$ cat config.mk
export PLATFORM = sky130hd
export DESIGN_NAME = soc_system_sram_req_out
export DESIGN_NICKNAME = d
export VERILOG_FILES = /design/src/rtl/soc_system_sram_req_out.sv
export SDC_FILE = /design/constraint.sdc
export NUM_CORES = 1
export LEC_CHECK = 0
export CORE_MARGIN = 3
export CORE_UTILIZATION = 33
export DETAILED_ROUTE_END_ITERATION = 8
export GPL_ROUTABILITY_DRIVEN = 0
export PLACE_DENSITY_LB_ADDON = 0.25
export REMOVE_ABC_BUFFERS = 1
export SYNTH_ARGS = -nofsm -noshare
export SYNTH_HDL_FRONTEND = slang
export SYNTH_SLANG_ARGS = --single-unit
export TNS_END_PERCENT = 50
$ cat constraint.sdc
create_clock -name clk -period 1 [get_ports clk]
set_input_delay 0.1 -clock clk [delete_from_list [all_inputs] [get_ports clk]]
set_output_delay 0.1 -clock clk [all_outputs]
set_load 0.02 [all_outputs]
$ cat src/rtl/soc_system_sram_req_out.sv
// HPS-to-fabric request flag port: Avalon-MM writable flags that auto-clear on
// a rising acknowledge edge, with a sticky W1C acknowledge log driving irq.
module soc_system_sram_req_out #(
  parameter int unsigned       W         = 6,
  parameter logic [W-1:0]      RESET_VAL = '0
) (
  input  logic          clk,
  input  logic          reset,
  input  logic [1:0]    address,
  input  logic          chipselect,
  input  logic          write_n,
  input  logic [31:0]   writedata,
  output logic [31:0]   readdata,
  input  logic [W-1:0]  ack_port,
  output logic [W-1:0]  out_port,
  output logic          irq
);

  localparam logic [1:0] ADDR_DATA   = 2'd0;
  localparam logic [1:0] ADDR_SET    = 2'd1;
  localparam logic [1:0] ADDR_CLEAR  = 2'd2;
  localparam logic [1:0] ADDR_ACKSTS = 2'd3;

  logic [W-1:0] out_q,     out_d;
  logic [W-1:0] ack_sts_q, ack_sts_d;
  logic [W-1:0] ack_q,     ack_d;
  logic [31:0]  rdata_q,   rdata_d;

  logic         wr;
  logic [W-1:0] wd;
  logic [W-1:0] rise;
  logic [W-1:0] touch;
  logic [W-1:0] wr_result;
  logic [W-1:0] w1c_mask;

  assign wr   = chipselect & ~write_n;
  assign wd   = writedata[W-1:0];
  assign rise = ack_port & ~ack_q;

  // touch marks bits owned by a CPU write this cycle; those beat the auto-clear.
  always_comb begin
    touch     = '0;
    wr_result = out_q;
    w1c_mask  = '0;
    if (wr) begin
      unique case (address)
        ADDR_DATA: begin
          touch     = '1;
          wr_result = wd;
        end
        ADDR_SET: begin
          touch     = wd;
          wr_result = out_q | wd;
        end
        ADDR_CLEAR: begin
          touch     = wd;
          wr_result = out_q & ~wd;
        end
        ADDR_ACKSTS: begin
          w1c_mask  = wd;
        end
        default: begin
          touch     = '0;
        end
      endcase
    end
  end

  always_comb begin
    out_d     = (touch & wr_result) | (~touch & out_q & ~rise);
    ack_sts_d = rise | (ack_sts_q & ~w1c_mask);
    ack_d     = ack_port;
    rdata_d   = '0;
    if (address == ADDR_ACKSTS) begin
      rdata_d[W-1:0] = ack_sts_q;
    end else begin
      rdata_d[W-1:0] = out_q;
    end
  end

  always_ff @(posedge clk or posedge reset) begin
    if (reset) begin
      out_q     <= RESET_VAL;
      ack_sts_q <= '0;
      ack_q     <= '0;
      rdata_q   <= '0;
    end else begin
      out_q     <= out_d;
      ack_sts_q <= ack_sts_d;
      ack_q     <= ack_d;
      rdata_q   <= rdata_d;
    end
  end

  assign out_port = out_q;
  assign readdata = rdata_q;
  assign irq      = |ack_sts_q;

endmodule

Yosys cells after proc, flatten, opt, wreduce, memory -nomap -nowiden
Index checks and enable logic that the tools add are counted.
{"block": "op_classes", "mul": 0, "eq_ne": 3, "muxes": 7, "reduce_logical": 3, "n_lt_le_gt_ge": 0, "add_sub_neg": 0, "n_bitwise": 16, "n_shift": 0, "div": 0}
{"op": "bitwise AND 6 bit", "count": 6}
{"op": "two-way mux 6 bit", "count": 5}
{"op": "inverter 6 bit", "count": 5}
{"op": "bitwise OR 6 bit", "count": 3}
{"op": "case mux 6 bit (3 select lines)", "count": 1}
{"op": "case mux 6 bit (2 select lines)", "count": 1}
{"op": "OR reduction 6 bit", "count": 1}
{"op": "equality test 2 bit, second input constant", "count": 2}
{"op": "equality test 2 x 1 -> 1 bit, second input constant", "count": 1}
{"op": "zero test 2 bit", "count": 1}
{"op": "OR reduction 2 bit", "count": 1}
{"op": "bitwise AND 1 bit", "count": 1}
{"op": "inverter 1 bit", "count": 1}
{"block": "totals", "ff_bits": 24, "inputBits": 44, "latch_bits": 0, "mem_bits_ro": 0, "mem_bits_rw": 0, "output_inout_bits": 39, "elab_cells": 33, "n_memories": 0}

Depth between registers and ports, before layout
{"block": "logic_depth", "depth_word": 8, "mapped_depth": 6, "depth_no_buf": 5}

Worst setup path after synthesis
No wires, ideal clock.
{"block": "synth_path", "kind": "input to register", "startpoint": "input port address[0]", "endpoint": "register out_q[2], in the netlist out_port[2]", "setup_time_ps": 69, "required_ps": 931, "slack_ps": -459, "path_stages": 5, "arrival_time_ps": 1390, "path_buffers": 1, "cell_sequence": "ha_1 -> or3b_1 -> buf_6 -> or4_1 -> nand3_1"}
{"block": "synth_via", "elab_chain_cells": 8, "elab_cells_between_ends": 13, "classes_between": "eq/ne: 2; mux: 4; bitwise: 5; reduce/logical: 2"}
{"element": "from (decl)", "line_no": "9", "text": "input logic [1:0] address,"}
{"element": "equality test 2 bit / equality test 2 x 1 -> 1 bit (equally long branches)", "line_no": "46", "text": "unique case (address)"}
{"element": "OR reduction 2 bit (no source line)"}
{"element": "case mux 6 bit (2 select lines)", "line_no": "46"}
{"element": "two-way mux 6 bit", "line_no": "45", "text": "if (wr) begin"}
{"element": "inverter 6 bit", "line_no": "70", "text": "out_d = (touch & wr_result) | (~touch & out_q & ~rise);"}
{"element": "bitwise AND 6 bit (2 in series)", "line_no": "70"}
{"element": "bitwise OR 6 bit (*)", "line_no": "70"}
{"element": "named net out_d[2]", "line_no": "24", "text": "logic [W-1:0] out_q, out_d;"}
{"element": "to (signal assigned)", "line_no": "88", "text": "out_q <= out_d;"}
{"element": "to (decl)", "line_no": "24"}
Mark *: on every way through the listed nets, which the timed path passes. The rest lies on a longest branch.

Final worst setup path
{"block": "layout_path", "startpoint": "register ack_sts_q[5]", "endpoint": "output port irq"}
{"block": "layout_via", "elab_chain_cells": 1}
{"element": "from (decl)", "line_no": "25", "text": "logic [W-1:0] ack_sts_q, ack_sts_d;"}
{"element": "from (signal assigned)", "line_no": "89", "text": "ack_sts_q <= ack_sts_d;"}
{"element": "OR reduction 6 bit", "line_no": "97", "text": "assign irq = |ack_sts_q;"}
{"element": "to (decl)", "line_no": "16", "text": "output logic irq"}
Every way passes these cells.

==> metrics.txt <==
# TYPE chip_impl_metric gauge
chip_impl_metric{name="core-area",unit="mm2"} 0.00383
chip_impl_metric{name="routed_via_density",unit=""} 4.43
chip_impl_metric{name="dr.pass1.iters",unit=""} 3
chip_impl_metric{name="power_frac_comb",unit="%"} 27.6
chip_impl_metric{name="worstPathArrival",unit="ns"} 1.21
chip_impl_metric{name="postRouteAntennaNets",unit=""} 0
chip_impl_metric{name="postLayoutSetupSlackWorst",unit="ns"} -0.308
chip_impl_metric{name="holdBufCountCts",unit=""} 0
chip_impl_metric{name="synth_cell_type_count",unit=""} 26
chip_impl_metric{name="starting_density_of_the_core",unit="%"} 35.6
chip_impl_metric{name="inserted_clock_buffers",unit=""} 3
chip_impl_info{name="top_count_cell_post_synth",value="sky130_fd_sc_hd__buf_4"} 1
chip_impl_metric{name="max_freq",unit="GHz"} 0.765
chip_impl_info{name="synth_top_cells_by_count",value="sky130_fd_sc_hd__buf_4, sky130_fd_sc_hd__dfrtp_1, sky130_fd_sc_hd__inv_1"} 1
chip_impl_metric{name="syn_area_per_cell",unit="um2"} 10.0
chip_impl_metric{name="worstSkewPairLatency",unit="ns"} 0.27
chip_impl_metric{name="fin_util",unit="%"} 50.7
chip_impl_metric{name="max_cap_viols",unit=""} 0
chip_impl_metric{name="io-pin-count",unit=""} 83
chip_impl_metric{name="wirelength",unit="mm"} 2.98
chip_impl_metric{name="ys_async_sr_fraction",unit="%"} 100
chip_impl_metric{name="report.final.slew_viol_count",unit=""} 0
chip_impl_metric{name="sw_frac_of_total",unit="%"} 29.2
chip_impl_metric{name="num-nets-final",unit=""} 248
chip_impl_metric{name="cp_data_required_time",unit="ns"} 0.90
chip_impl_info{name="worstHoldPathType",value="primary input to async pin"} 1
chip_impl_metric{name="grt_antenna_before_repair",unit=""} 0
chip_impl_metric{name="cts_max_path_buffers",unit=""} 2
chip_impl_metric{name="detail_route.drc_violations",unit=""} 0
chip_impl_metric{name="period_needed",unit="ns"} 1.31
chip_impl_info{name="failing_checks",value="negative setup slack"} 1
chip_impl_metric{name="grt_max_degree",unit=""} 25
chip_impl_metric{name="globalRoute.totalOverflow",unit=""} 0
chip_impl_metric{name="ys_seq_area_share",unit="%"} 44.1
chip_impl_metric{name="grt_pass1_vias",unit=""} 1135
chip_impl_metric{name="cts_max_level",unit=""} 1
chip_impl_metric{name="ys_warn_count",unit=""} 0
chip_impl_metric{name="max-vdd-ir-drop",unit="mV"} 0.573
chip_impl_info{name="worstSetupEndpointType",value="primary output"} 1
chip_impl_info{name="tritoncts",value="yes"} 1
chip_impl_metric{name="number_of_storage_elements_in_the_synthesis_netlist",unit=""} 24
chip_impl_metric{name="total_leakage_power",unit="nW"} 0.951
chip_impl_metric{name="detailedPlacementHpwl",unit="mm"} 2.24
chip_impl_metric{name="synth_top_area_share",unit="%"} 44.1
chip_impl_metric{name="groute.usage.overall",unit="%"} 12.9
chip_impl_metric{name="post_drt_wl_per_cell",unit="um"} 12.1
chip_impl_metric{name="synth-edff-count",unit=""} 0
chip_impl_metric{name="p_int",unit="mW"} 1.71
chip_impl_metric{name="die_width",unit="um"} 70.2
chip_impl_metric{name="final.setup_skew",unit="ns"} 0.00370
chip_impl_info{name="synth_top_area_cell",value="sky130_fd_sc_hd__dfrtp_1"} 1
chip_impl_metric{name="timing.final.crit_share",unit="%"} 131
chip_impl_metric{name="floorplan.die.height",unit="um"} 70.2
chip_impl_metric{name="clkPwrFrac",unit="%"} 27.7
chip_impl_metric{name="grt_first_pass_wirelength",unit="mm"} 5.06
chip_impl_metric{name="timing.critical_path.fanout_max",unit=""} 2
chip_impl_metric{name="switching_power",unit="uW"} 704
chip_impl_metric{name="post-layout-total-power",unit="mW"} 2.41
chip_impl_info{name="rsz0062_at_grt",value="yes"} 1
chip_impl_metric{name="netlist_instances",unit=""} 136
chip_impl_info{name="synthFlopType",value="sky130_fd_sc_hd__dfrtp_1"} 1
chip_impl_metric{name="report.final.hold_viol_count",unit=""} 0
chip_impl_metric{name="io_buffers",unit=""} 30
chip_impl_info{name="ys_top_cells_by_area",value="sky130_fd_sc_hd__dfrtp_1, sky130_fd_sc_hd__buf_4, sky130_fd_sc_hd__mux2_2"} 1
chip_impl_metric{name="detailedRoute.firstIterationViolations",unit=""} 30
chip_impl_metric{name="p_per_area",unit="mW/mm2"} 1240
chip_impl_metric{name="rows",unit=""} 22
chip_impl_metric{name="timing.final.setup_violations",unit=""} 10
chip_impl_metric{name="synthesis.area",unit="mm2"} 0.00136
chip_impl_metric{name="dieArea",unit="mm2"} 0.00493
chip_impl_info{name="clock_tree.root_cell",value="sky130_fd_sc_hd__clkbuf_8"} 1
chip_impl_metric{name="syn_to_final_growth",unit="%"} 42.6
chip_impl_metric{name="clock_sinks",unit=""} 24
chip_impl_metric{name="drive_above_1_share",unit="%"} 33.8
chip_impl_metric{name="path_clk_slew",unit="ns"} 0.09
chip_impl_info{name="worst_setup_path_start_kind",value="flip-flop"} 1
chip_impl_metric{name="route.vias.total",unit=""} 1090
chip_impl_info{name="run_status",value="finished, violations left"} 1
chip_impl_metric{name="fraction_of_power_consumed_by_sequential_logic",unit="%"} 44.7
chip_impl_metric{name="insertedDiodeCount",unit=""} 0
chip_impl_metric{name="fillers",unit=""} 344
chip_impl_info{name="criticalPathCategory",value="flip-flop to primary output"} 1
-- cells by family (layout without fill, tap and decap cells) --
logic type	Yosys count	count (layout)	synth area share (%)
adders and majority gates	5	5	4.60
AOI/OAI and AO/OA	27	27	12.7
and+or+nand+nor	33	33	14.1
buffers and inverters	39	76	18.5
other	1	26	0.275
DFF	24	24	44.1
muxes	7	7	5.79
-- area by class of cell --
class / count / area, um2 / area share (%)
Clock buffer: 4 / 55.1 / 2.84
Inverter: 9 / 33.8 / 1.74
Multi-Input combinational cell: 98 / 648 / 33.4
Sequential cell: 24 / 601 / 30.9
Tap cell: 48 / 60.1 / 3.09
Timing Repair Buffer: 63 / 543 / 28.0
-- cells in the final DEF (no fill, tap or decap), drive strengths merged --
cell type,Yosys,routed
a21oi,7,7
buf,27,47
clkbuf,3,4
clkdlybuf4s15,0,2
clkdlybuf4s50,0,11
conb,1,26
dfrtp,24,24
dlygate4sd2,0,2
dlymetal6s2s,0,1
ha,5,5
inv,9,9
mux2,7,7
nand2,8,8
nand2b,8,8
nand3,4,4
nand3b,1,1
nor2,2,2
nor3b,1,1
nor4,1,1
o2111ai,4,4
o211ai,6,6
o21ai,7,7
o22a,1,1
o22ai,1,1
o31ai,1,1
or2,1,1
or2b,2,2
or3b,1,1
or4,4,4
-- worst max-delay path, cell delays in order (launching register included) --
cell and delay, ns:
sky130_fd_sc_hd__dfrtp_1 0.41, sky130_fd_sc_hd__nor4_4 0.30, sky130_fd_sc_hd__nand2_1 0.08, sky130_fd_sc_hd__buf_2 0.16
-- worst paths after layout --
path	startpoint	endpoint	slack, ns	depth (start not counted)
min reg2reg	ack_q[2]	ack_sts_q[2]	0.52	2
min in group clk	writedata[0]	out_port[0]	0.22	3
min	reset	readdata[3]	0.15	3
max in group asynchronous	reset	readdata[4]	0.70	3
max reg2reg	out_port[2]	out_port[2]	-0.16	3
max	ack_sts_q[5]	irq	-0.31	3
-- state kept, by name, indices dropped and copies added, names as in the netlist --
signal and count:
readdata 6, out_port 6, ack_q 6, ack_sts_q 6
-- layer usage --
| metal | vias to the layer above | track usage, % | share of wire, % | wire length, um |
|---|---|---|---|---|
| li1 | 541 | - | - | - |
| met1 | 503 | 16.6 | 45 | 1350 |
| met2 | 41 | 20.7 | 46 | 1380 |
| met3 | 5 | 2.16 | 6.5 | 193 |
| met4 | 0 | 6.17 | 1.9 | 56 |
| met5 | - | 0 | 0 | 0 |
-- power by group through the flow --
stage | Sequential, mW | Combinational, mW | Clock (mW)
global placement | 1.10 | 0.637 | 0
detailed placement | 1.10 | 0.646 | 0
floorplan | 1.15 | 0.254 | 0
finish | 1.08 | 0.666 | 0.667
CTS | 1.08 | 0.675 | 0.690
global route | 1.09 | 0.723 | 0.745
-- through the flow --
stage                     setup TNS (ns)  area [um2]  setup slack [ns]  std cells  hold WS, ns
after floorplan                    -2.09        1240            -0.440        131        0.115
after global placement            -12.84        1820            -0.904        237        0.437
after detailed placement          -13.69        1820            -0.961        237        0.456
after CTS                          -1.22        1950            -0.338        246        0.156
after global routing               -1.31        1940            -0.400        246        0.176
final                             -0.932        1940            -0.308        246        0.147
-- what timing repair did --
action                     4_1_cts  5_1_grt
setup endpoints to repair       31       18
pin swaps                       15        5
setup buffers                    6        0
resized for setup               82        9
No activity file was read; power rests on OpenSTA's default activity.
